==> src/rtl/ltc5548_sys_pio_pulse_out_if.sv <==
// Avalon-MM slave bus bundle for the LTC5548 pulse-out PIO.
// The master drives address and write strobes; the slave returns registered readdata.
interface ltc5548_sys_pio_pulse_out_if;
  logic [1:0]  address;
  logic        chipselect;
  logic        write_n;
  logic [31:0] writedata;
  logic [31:0] readdata;

  modport master (
    output address, chipselect, write_n, writedata,
    input  readdata
  );

  modport slave (
    input  address, chipselect, write_n, writedata,
    output readdata
  );
endinterface

==> src/rtl/ltc5548_sys_pio_pulse_out.sv <==
// Output PIO for the LTC5548 front-end control lines.
// Holds a static output word and can invert a masked set of bits for a
// programmable number of clocks (one-shot pulse). Completion raises a
// done flag. When enabled, the done flag drives a level interrupt to the Nios II.
module ltc5548_sys_pio_pulse_out #(
  parameter int unsigned           DATA_WIDTH    = 8,
  parameter logic [DATA_WIDTH-1:0] RESET_VALUE   = '0,
  parameter int unsigned           DEFAULT_WIDTH = 16,
  parameter int unsigned           CNT_WIDTH     = 16
) (
  input  logic                          clk,
  input  logic                          reset_n,
  ltc5548_sys_pio_pulse_out_if.slave    bus,
  output logic [DATA_WIDTH-1:0]         out_port,
  output logic                          irq
);

  localparam logic [CNT_WIDTH-1:0] CNT_ONE = CNT_WIDTH'(1);

  typedef enum logic {
    IDLE  = 1'b0,
    PULSE = 1'b1
  } state_t;

  state_t                state_reg;
  logic [DATA_WIDTH-1:0] data_reg;
  logic [DATA_WIDTH-1:0] mask_reg;
  logic [CNT_WIDTH-1:0]  cnt_reg;
  logic [CNT_WIDTH-1:0]  width_reg;
  logic                  irq_en_reg;
  logic                  done_reg;
  logic                  overrun_reg;
  logic [31:0]           readdata_reg;

  logic                  wr;
  logic                  wr_data;
  logic                  wr_cfg;
  logic                  wr_trig;
  logic                  wr_stat;
  logic                  busy;
  logic [DATA_WIDTH-1:0] trig_mask;
  logic [15:0]           mask16;
  logic [15:0]           cnt16;
  logic [31:0]           rd_mux;
  logic                  unused_wd;

  assign wr        = bus.chipselect & ~bus.write_n;
  assign wr_data   = wr & (bus.address == 2'd0);
  assign wr_cfg    = wr & (bus.address == 2'd1);
  assign wr_trig   = wr & (bus.address == 2'd2);
  assign wr_stat   = wr & (bus.address == 2'd3);
  assign busy      = (state_reg == PULSE);
  assign trig_mask = bus.writedata[DATA_WIDTH-1:0];
  assign unused_wd = ^bus.writedata;

  // Per-bit pin drive and zero-extended 16-bit views of mask/cnt for TRIG readback
  genvar gi;
  generate
    for (gi = 0; gi < DATA_WIDTH; gi++) begin : g_out
      assign out_port[gi] = data_reg[gi] ^ (busy & mask_reg[gi]);
    end
    for (gi = 0; gi < 16; gi++) begin : g_trig_rd
      if (gi < DATA_WIDTH) begin : g_mask_bit
        assign mask16[gi] = mask_reg[gi];
      end else begin : g_mask_pad
        assign mask16[gi] = 1'b0;
      end
      if (gi < CNT_WIDTH) begin : g_cnt_bit
        assign cnt16[gi] = cnt_reg[gi];
      end else begin : g_cnt_pad
        assign cnt16[gi] = 1'b0;
      end
    end
  endgenerate

  assign irq          = done_reg & irq_en_reg;
  assign bus.readdata = readdata_reg;

  // Software-visible static registers: output word, pulse width and irq enable
  always_ff @(posedge clk or negedge reset_n) begin
    if (!reset_n) begin
      data_reg   <= RESET_VALUE;
      width_reg  <= CNT_WIDTH'(DEFAULT_WIDTH);
      irq_en_reg <= 1'b0;
    end else begin
      if (wr_data) begin
        data_reg <= bus.writedata[DATA_WIDTH-1:0];
      end
      if (wr_cfg) begin
        width_reg  <= bus.writedata[CNT_WIDTH-1:0];
        irq_en_reg <= bus.writedata[31];
      end
    end
  end

  // Pulse FSM with status flags; flag sets are written after clears so a set wins
  always_ff @(posedge clk or negedge reset_n) begin
    if (!reset_n) begin
      state_reg   <= IDLE;
      mask_reg    <= '0;
      cnt_reg     <= '0;
      done_reg    <= 1'b0;
      overrun_reg <= 1'b0;
    end else begin
      if (wr_stat && bus.writedata[0]) begin
        done_reg <= 1'b0;
      end
      if (wr_stat && bus.writedata[1]) begin
        overrun_reg <= 1'b0;
      end
      case (state_reg)
        IDLE: begin
          if (wr_trig && (|trig_mask)) begin
            mask_reg  <= trig_mask;
            cnt_reg   <= (width_reg == '0) ? CNT_ONE : width_reg;
            state_reg <= PULSE;
          end
        end
        PULSE: begin
          if (wr_trig) begin
            overrun_reg <= 1'b1;
          end
          if (cnt_reg == CNT_ONE) begin
            state_reg <= IDLE;
            mask_reg  <= '0;
            cnt_reg   <= '0;
            done_reg  <= 1'b1;
          end else begin
            cnt_reg <= cnt_reg - CNT_ONE;
          end
        end
        default: begin
          state_reg <= IDLE;
        end
      endcase
    end
  end

  // Address decode for reads; unused bits stay zero
  always_comb begin
    rd_mux = '0;
    case (bus.address)
      2'd0: rd_mux[DATA_WIDTH-1:0] = data_reg;
      2'd1: begin
        rd_mux[CNT_WIDTH-1:0] = width_reg;
        rd_mux[31]            = irq_en_reg;
      end
      2'd2: rd_mux = {cnt16, mask16};
      2'd3: rd_mux[2:0] = {busy, overrun_reg, done_reg};
      default: rd_mux = '0;
    endcase
  end

  // Read data is registered every clock regardless of chipselect
  always_ff @(posedge clk or negedge reset_n) begin
    if (!reset_n) begin
      readdata_reg <= '0;
    end else begin
      readdata_reg <= rd_mux;
    end
  end

endmodule
==> src/flat_wrapper.sv <==
// flat-port wrapper written by rule: the top's interface ports become plain ports
module ltc5548_sys_pio_pulse_out_flat 
#(
  parameter int unsigned           DATA_WIDTH    = 8,
  parameter logic [DATA_WIDTH-1:0] RESET_VALUE   = '0,
  parameter int unsigned           DEFAULT_WIDTH = 16,
  parameter int unsigned           CNT_WIDTH     = 16
)
  (clk, reset_n, out_port, irq, bus_address, bus_chipselect, bus_write_n, bus_writedata, bus_readdata);
  ltc5548_sys_pio_pulse_out_if bus_i ();
  input  logic clk;
  input  logic reset_n;
  output logic [DATA_WIDTH-1:0] out_port;
  output logic irq;
  input wire logic [$bits(bus_i.address)-1:0] bus_address;
  input wire logic [$bits(bus_i.chipselect)-1:0] bus_chipselect;
  input wire logic [$bits(bus_i.write_n)-1:0] bus_write_n;
  input wire logic [$bits(bus_i.writedata)-1:0] bus_writedata;
  output wire logic [$bits(bus_i.readdata)-1:0] bus_readdata;
  assign bus_i.address = bus_address;
  assign bus_i.chipselect = bus_chipselect;
  assign bus_i.write_n = bus_write_n;
  assign bus_i.writedata = bus_writedata;
  assign bus_readdata = bus_i.readdata;
  ltc5548_sys_pio_pulse_out #(.DATA_WIDTH(DATA_WIDTH), .RESET_VALUE(RESET_VALUE), .DEFAULT_WIDTH(DEFAULT_WIDTH), .CNT_WIDTH(CNT_WIDTH)) u_core (.clk(clk), .reset_n(reset_n), .bus(bus_i), .out_port(out_port), .irq(irq));
endmodule
==> config.mk <==
export PLATFORM = sky130hd
export DESIGN_NAME = ltc5548_sys_pio_pulse_out_flat
export DESIGN_NICKNAME = d
export VERILOG_FILES = /design/src/rtl/ltc5548_sys_pio_pulse_out_if.sv /design/src/rtl/ltc5548_sys_pio_pulse_out.sv /design/src/flat_wrapper.sv
export SDC_FILE = /design/constraint.sdc
export NUM_CORES = 1
export LEC_CHECK = 0
export BUFFER_PORTS_ARGS = -buffer_cell sky130_fd_sc_hd__buf_4
export CAP_MARGIN = 20
export CORE_ASPECT_RATIO = 0.5
export CORE_MARGIN = 2
export CORE_UTILIZATION = 40
export DETAILED_ROUTE_END_ITERATION = 8
export GPL_TIMING_DRIVEN = 0
export PLACE_DENSITY = 0.65
export SYNTH_ARGS = -nofsm -noshare
export SYNTH_HDL_FRONTEND = slang
export SYNTH_SLANG_ARGS = --single-unit
==> constraint.sdc <==
create_clock -name clk -period 4 [get_ports clk]
set_input_delay 0.6 -clock clk [delete_from_list [all_inputs] [get_ports clk]]
set_output_delay 0.6 -clock clk [all_outputs]
set_load 0.05 [all_outputs]
## After elaboration in Yosys (flattened, before gate mapping)

Index checks and enable logic that the tools add are counted.
Widths: inputs -> output; s select.

| operators by class | value |
|---|---|
| bitwise gates (word level) | 24 |
| $add $sub $neg | 1 |
| multipliers | 0 |
| shifts and indexed selects | 0 |
| div/mod/pow operators | 0 |
| order comparisons | 0 |
| muxes and demuxes | 21 |
| reduce and logical (&&, ||, !) cells | 7 |
| equal/unequal tests | 6 |

Operators with widths:

| cell | number |
|---|---|
| $mux 16 | 3 |
| $pmux 16 s2 | 1 |
| $mux 8 | 3 |
| $eq 16x1->1 const B | 1 |
| $logic_not 16->1 | 1 |
| $pmux 8 s2 | 1 |
| $sub 16x1->16 const B | 1 |
| $mux 15 | 1 |
| $pmux 5 s3 | 1 |
| $and 1x1->1 | 14 |
| $pmux 3 s4 | 1 |
| $mux 1 | 8 |
| $reduce_or 8->1 | 1 |
| $xor 1x1->1 | 8 |
| $eq 2x2->1 const B | 2 |
| $pmux 1 s2 | 2 |
| $logic_and 1x1->1 | 3 |
| $eq 2x1->1 const B | 1 |
| $logic_not 2->1 | 1 |
| $ne 2x1->1 const B | 1 |
| $ne 2x2->1 const B | 1 |
| $not 1->1 | 2 |
| $reduce_and 2->1 | 1 |

| word-level totals | value |
|---|---|
| bits in read-only memories | 0 |
| memory bits (writable) | 0 |
| bits in latches | 0 |
| bits in registers | 84 |
| memories kept | 0 |
| logic and storage cells | 68 |
| output and inout port bits | 41 |
| bits of input ports | 38 |

## Longest topological paths before layout

Gate-level depths: netlist (run 1).

| logic depth | value |
|---|---|
| word-level depth | 7 |
| depth in mapped cells | 8 |
| gate-level depth less buffers | 7 |

## Worst setup path before layout (run 1)

OpenSTA, ideal clock, no wires.

| timing | value |
|---|---|
| path kind | reg2out |
| from | reg u_core.state_reg, in the netlist u_core.busy |
| to | out out_port[1] |
| data arrival time | 1657 ps |
| required time | 3400 ps |
| slack | 1743 ps |
| path buffers | 2 |
| cell stages (with the launch flop) | 5 |
| cell sequence | dfrtp_1 > clkbuf_8 > clkbuf_1 > nand2_1 > xnor2_1 |

| on the way | value |
|---|---|
| word-level cells in the longest chain between the ends | 2 |

RTL lines:

| element | RTL line | source |
|---|---|---|
| start, declared | ltc5548_sys_pio_pulse_out.sv:25 | `state_t state_reg;` |
| start signal, assigned | ltc5548_sys_pio_pulse_out.sv:99 | `state_reg <= IDLE;` |
| start signal, assigned | ltc5548_sys_pio_pulse_out.sv:116 | `state_reg <= PULSE;` |
| start signal, assigned | ltc5548_sys_pio_pulse_out.sv:124 | `state_reg <= IDLE;` |
| $and 1x1->1 | ltc5548_sys_pio_pulse_out.sv:60 | `assign out_port[gi] = data_reg[gi] ^ (busy & mask_reg[gi]);` |
| $xor 1x1->1 | ltc5548_sys_pio_pulse_out.sv:60 |  |
| end, declared | flat_wrapper.sv:13 | `output logic [DATA_WIDTH-1:0] out_port;` |

Every way passes these cells.

## Worst setup path in the final report (run 1)

| timing | value |
|---|---|
| from | reg u_core.state_reg, in the netlist u_core.busy |
| to | out out_port[0] |

Same word-level chain as after synthesis.

==> results.yml, run 1 <==
synth:
  synth_area_leaders: "dfrtp_1, mux2_2, and2_1, ha_1, xnor2_1"
  yosysTopAreaCellShare: 0.556
  synth_seq_area_share: 0.563
  async_flop_share: 1.00
  synth_warnings: 0
  netlist_area_sq_um: 3740
  synth_cells: 307
  synth_seq_cells: 84
  synth_nets: 352
  synth-edff-count: 0
  syn_area_per_cell_sq_um: 12.2
  yosys.area.top_type: "dfrtp_1"
  synth_cell_types: 48
  ys.flop_type: "dfrtp_1"
grt:
  grt-ovfl-total: 0
  grt_pass1_vias: 2805
  grt_first_pass_wirelength_um: 14400
  grt_usage: 0.185
  grt_max_degree: 85
  antenna_found_initial: 0
clocking:
  ctsHoldBuffers: 0
  cts_tree: "built"
  post_cts.resized_instances: 0
  cts.path.max_buffers: 2
  insertion_delay_ns: 0.34
  clock-sinks: 84
  numCtsBuffers: 9
  clk_pin_slew_ns: 0.06
  postCtsSetupBuffers: 0
  h-tree-depth: 3
  root_buffer: "clkbuf_16"
worst_setup_path:
  crit_fanout: 10
  crit_path_end_kind: "primary output"
  cp_data_required_time_ns: 3.40
  cp.arrival_ns: 1.87
  worst-setup-path-type: "flip-flop to primary output"
  start_kind: "flip-flop"
floorplan:
  ioPinCount: 79
  die_y_um: 72.4
  die_area_sq_um: 10200
  core_region_area_sq_um: 8890
  std_cell_rows: 24
  start_util: 0.421
  die_x_um: 141
pwr:
  p_int_uw: 1980
  power.share.sequential: 0.394
  pwr-share-clk: 0.262
  p_leak_uw: 0.00219
  peakVddDrop_uv: 317
  switchingPower_uw: 1200
  swShare: 0.376
  p_per_area_nw_per_um2: 678
  comb_power_share: 0.344
drt:
  drt-initial-drc-count: 287
  drc: 0
  first_pass_iters: 5
  wl_per_cell_um: 17.6
  postRouteAntennaNets: 0
  vias: 2767
  via_per_inst: 5.49
  routed_wl_um: 8850
timing:
  slew_headroom: 0.588
  slew_viol_final: 0
  fin_crit_ns: 2.47
  hold_violations: 0
  rsz0062_at_grt: "false"
  min_period_over_period: 0.619
  setup_viol: 0
  tightest_slew_ns: 0.618
  fin_skew_ns: 0.00664
  max_freq_ghz: 0.404
  finalSetupTns_ns: 0
placement:
  dp_hpwl_um: 6150
  gp_congestion: 0.903
  dpl.cell_count: 487
  port-buffer-count: 63
finish:
  largest_reg_flops: 32
  nets: 427
  instances_no_fill: 504
  num_antenna_cells: 0
  layout-drive-gt1-share: 0.320
  area_growth_pct: 25.4
run:
  maxCapViolations: 0
hold_path:
  hp-class: "input pin to asynchronous set/reset pin"
run_status:
  status: "finished, final reports clean"
-- kinds of logic after synthesis --
kind of cell               share of synthesized area
AOI/OAI and AO/OA                              0.112
muxes                                         0.0860
xor gates and xnor gates                      0.0281
buffers and inverters                         0.0311
adders and majority gates                     0.0234
DFF                                            0.563
and+or+nand+nor                                0.156
-- synth_stat cells, types with 4 or more instances --
master and number:
a21oi_1 5, nand3_1 12, mux2_2 25, nand2_1 20, ha_1 7, mux2i_1 4, clkbuf_1 8, nor4_1 7
a22o_1 8, a221o_1 4, nor2_1 10, a222oi_1 8, o21ai_0 11, xnor2_1 10, a22oi_1 7, and2_1 24
inv_1 8, dfrtp_1 83
-- worst paths after layout --
check,startpoint,endpoint,slack [ns],cells after the start
max,u_core.busy,out_port[0],1.53,5
min,reset_n,u_core.data_reg[0],0.13,1
max reg2reg,u_core.cnt16[1],u_core.cnt16[5],1.83,8
min reg2reg,u_core.mask_reg[5],u_core.mask_reg[5],0.53,1
max in group asynchronous,reset_n,u_core.bus.readdata[29],3.26,2
min in group clk,bus_writedata[31],u_core.irq_en_reg,0.49,2
-- layer usage --
metal	vias to the layer above	routed length, um	GRT usage
met2	95	4100	0.298
li1	1268	-	-
met4	0	127	0.0656
met3	14	634	0.0541
met5	-	0	0
met1	1390	3990	0.242
-- critical path, cell delays in order (launching register included) --
cell      delay (ns)
dfrtp_1         0.33
clkbuf_8        0.16
clkbuf_1        0.49
nand2_1         0.14
xnor2_1         0.18
buf_4           0.22
-- metrics by stage --
stage / hold slack [ns] / instance area (sq um) / setup slack [ns] / total power (uW) / util
global route: 0.142 / 4690 / 1.35 / 3350 / 0.528
finish: 0.135 / 4690 / 1.53 / 3180 / 0.528
detailed placement: 0.487 / 4360 / 1.41 / 2340 / 0.490
global placement: 0.471 / 4360 / 1.43 / 2310 / 0.490
CTS: 0.477 / 4660 / 1.51 / 3190 / 0.524
floorplan: 0.304 / 3740 / 1.74 / 2000 / -
-- cells in the final DEF, fill, tap and decap left out, drive strengths merged, types with 7 or more instances in the layout --
master and n:
clkbuf 23, a22oi 7, nor4 9, dfrtp 83
nor2 10, a22o 8, ha 7, and2 25
xnor2 10, o21ai 12, inv 8, mux2 25
buf 66, nand2 21, nand3 13, a222oi 8
-- power by group through the flow --
stage / Combinational (uW) / Sequential (uW) / Clock [uW]
CTS: 1090 / 1240 / 850
floorplan: 665 / 1330 / 0
global route: 1180 / 1280 / 889
global placement: 1060 / 1250 / 0
finish: 1090 / 1250 / 832
detailed placement: 1080 / 1260 / 0
-- area by class of cell --
class / count / area [sq um]
plain buffers: 13 / 86.3
clock buffers: 12 / 256
clock inverters: 4 / 47.5
fillers: 760 / 4200
inverters: 8 / 30.0
multi-input cells: 202 / 1520
flip-flops and latches: 84 / 2100
well taps: 117 / 146
repair buffers: 64 / 500
No activity file was read; power rests on OpenSTA's default activity.
==> run 2: changes to the inputs <==
clock period = 2.3 ns   (was 4 ns; I/O delays follow)
==> run 2 against run 1 <==
Critical path depth is 3 higher. Register-to-register slack got worse by 1.6 ns. Non-clock buffer count rose by 1. Highest routed layer unchanged.
==> results.yml, run 2 (synthesis gave the netlist of run 1 again) <==
drt:
  first_pass_iters: 5
  via_per_inst: 5.48
  vias: 2769
  postRouteAntennaNets: 0
  drt-initial-drc-count: 225
  drc: 0
  wl_per_cell_um: 17.5
  routed_wl_um: 8860
timing:
  hold-worst-slack_ns: 0.236
  hold_violations: 0
  setup_viol: 0
  slew_viol_final: 0
  tightest_slew_ns: 0.568
  finalSetupTns_ns: 0
  min_period_over_period: 0.896
  slew_headroom: 0.618
  fin_skew_ns: 0.00692
  fin_crit_ns: 2.06
  max_freq_ghz: 0.485
  rsz0062_at_grt: "false"
grt:
  grt_usage: 0.185
  grt_use_met1: 0.242
  grt_max_degree: 85
  grt_use_met2: 0.298
  antenna_found_initial: 0
  grt_most_used_layer: "met2"
  grt-ovfl-total: 0
  grt_pass1_vias: 2805
  grt_first_pass_wirelength_um: 14400
  grt_use_met3: 0.0541
placement:
  gp_congestion: 0.903
  port-buffer-count: 63
  dp_hpwl_um: 6150
hold_path:
  hp-class: "input pin to flip-flop"
pwr:
  p_per_area_nw_per_um2: 1180
  peakVddDrop_uv: 534
  p_leak_uw: 0.00219
  total_power_uw: 5540
clocking:
  clk_pin_slew_ns: 0.06
  cts_tree: "built"
  clock-sinks: 84
  numCtsBuffers: 9
  postCtsSetupBuffers: 0
  cts.path.max_buffers: 2
  h-tree-depth: 3
  root_buffer: "clkbuf_16"
  insertion_delay_ns: 0.34
worst_setup_path:
  cp.arrival_ns: 2.28
  cp_top_family: "simple AND/OR/NAND/NOR gates"
  critical-path-slowest-cell: "dfrtp_1"
  crit_fanout: 10
  crit_path_end_kind: "flip-flop"
  start_kind: "flip-flop"
  cp_data_required_time_ns: 2.52
  worst-setup-path-type: "flip-flop to flip-flop"
  path_buf_inv: 2
  worstPathCellList: "inv_1 > ha_1 > nor4b_2 > nand4_2 > nand2_2 > buf_4 > a21oi_1 > a221o_2"
  critPathMaxStageDelay_ns: 0.42
run:
  maxCapViolations: 0
floorplan:
  core_region_area_sq_um: 8890
  die_x_um: 141
  start_util: 0.421
  die_area_sq_um: 10200
  ioPinCount: 79
  die_y_um: 72.4
  std_cell_rows: 24
finish:
  nets: 428
  layout_commonest_cell: "dfrtp_1"
  largest_reg_flops: 32
  num_antenna_cells: 0
  layout_common_cells: "dfrtp_1, buf_4, mux2_2, and2_1, nand2_1"
  area_growth_pct: 25.9
  final_util: 0.530
  layout-drive-gt1-share: 0.325
run_status:
  status: "finished, final reports clean"
[run 2: final cells by class]
| class | instances | area, sq um |
|---|---|---|
| Fill cell | 759 | 4180 |
| Sequential cell | 84 | 2100 |
| Multi-Input combinational cell | 202 | 1530 |
| Timing Repair Buffer | 65 | 510 |
| Clock buffer | 12 | 256 |
| Tap cell | 117 | 146 |
| Buffer | 13 | 87.6 |
| Clock inverter | 4 | 47.5 |
| Inverter | 8 | 30.0 |
[run 2: per-stage QoR]
step,cell area [sq um],worst slack [ns],instances
floorplan,3740,0.298,307
detailed placement,4360,-0.0371,487
CTS,4660,0.0627,503
global placement,4360,-0.0175,487
global route,4710,0.0395,505
finish,4710,0.238,505
[run 2: final timing paths]
kind / from / end / slack, ns / cells past startpoint
max in group asynchronous: reset_n / u_core.bus.readdata[29] / 1.27 / 3
min in group asynchronous: reset_n / u_core.data_reg[0] / 0.43 / 2
worst min-delay path: bus_writedata[31] / u_core.irq_en_reg / 0.24 / 2
worst max register to register: u_core.cnt16[1] / u_core.cnt16[5] / 0.24 / 8
worst min register to register: u_core.mask_reg[5] / u_core.mask_reg[5] / 0.53 / 1
worst max-delay path: u_core.cnt16[1] / u_core.cnt16[5] / 0.24 / 8
[run 2: where the power goes]
group | internal, uW | total (uW) | switching [uW]
clock | 896 | 1450 | 551
sequential | 1810 | 2180 | 369
combinational | 745 | 1910 | 1170
[run 2: what timing repair did]
action                                  CTS  global route
endpoints found under the hold margin     0            17
endpoints found under the setup margin    0            17
hold buffers                              0             1
resized for setup                         0             3
[run 2: routing by layer]
metal  vias up  wire, um
met5         -         0
met2        86      4090
met3        12       609
li1       1266         -
met4         0       143
met1      1405      4010
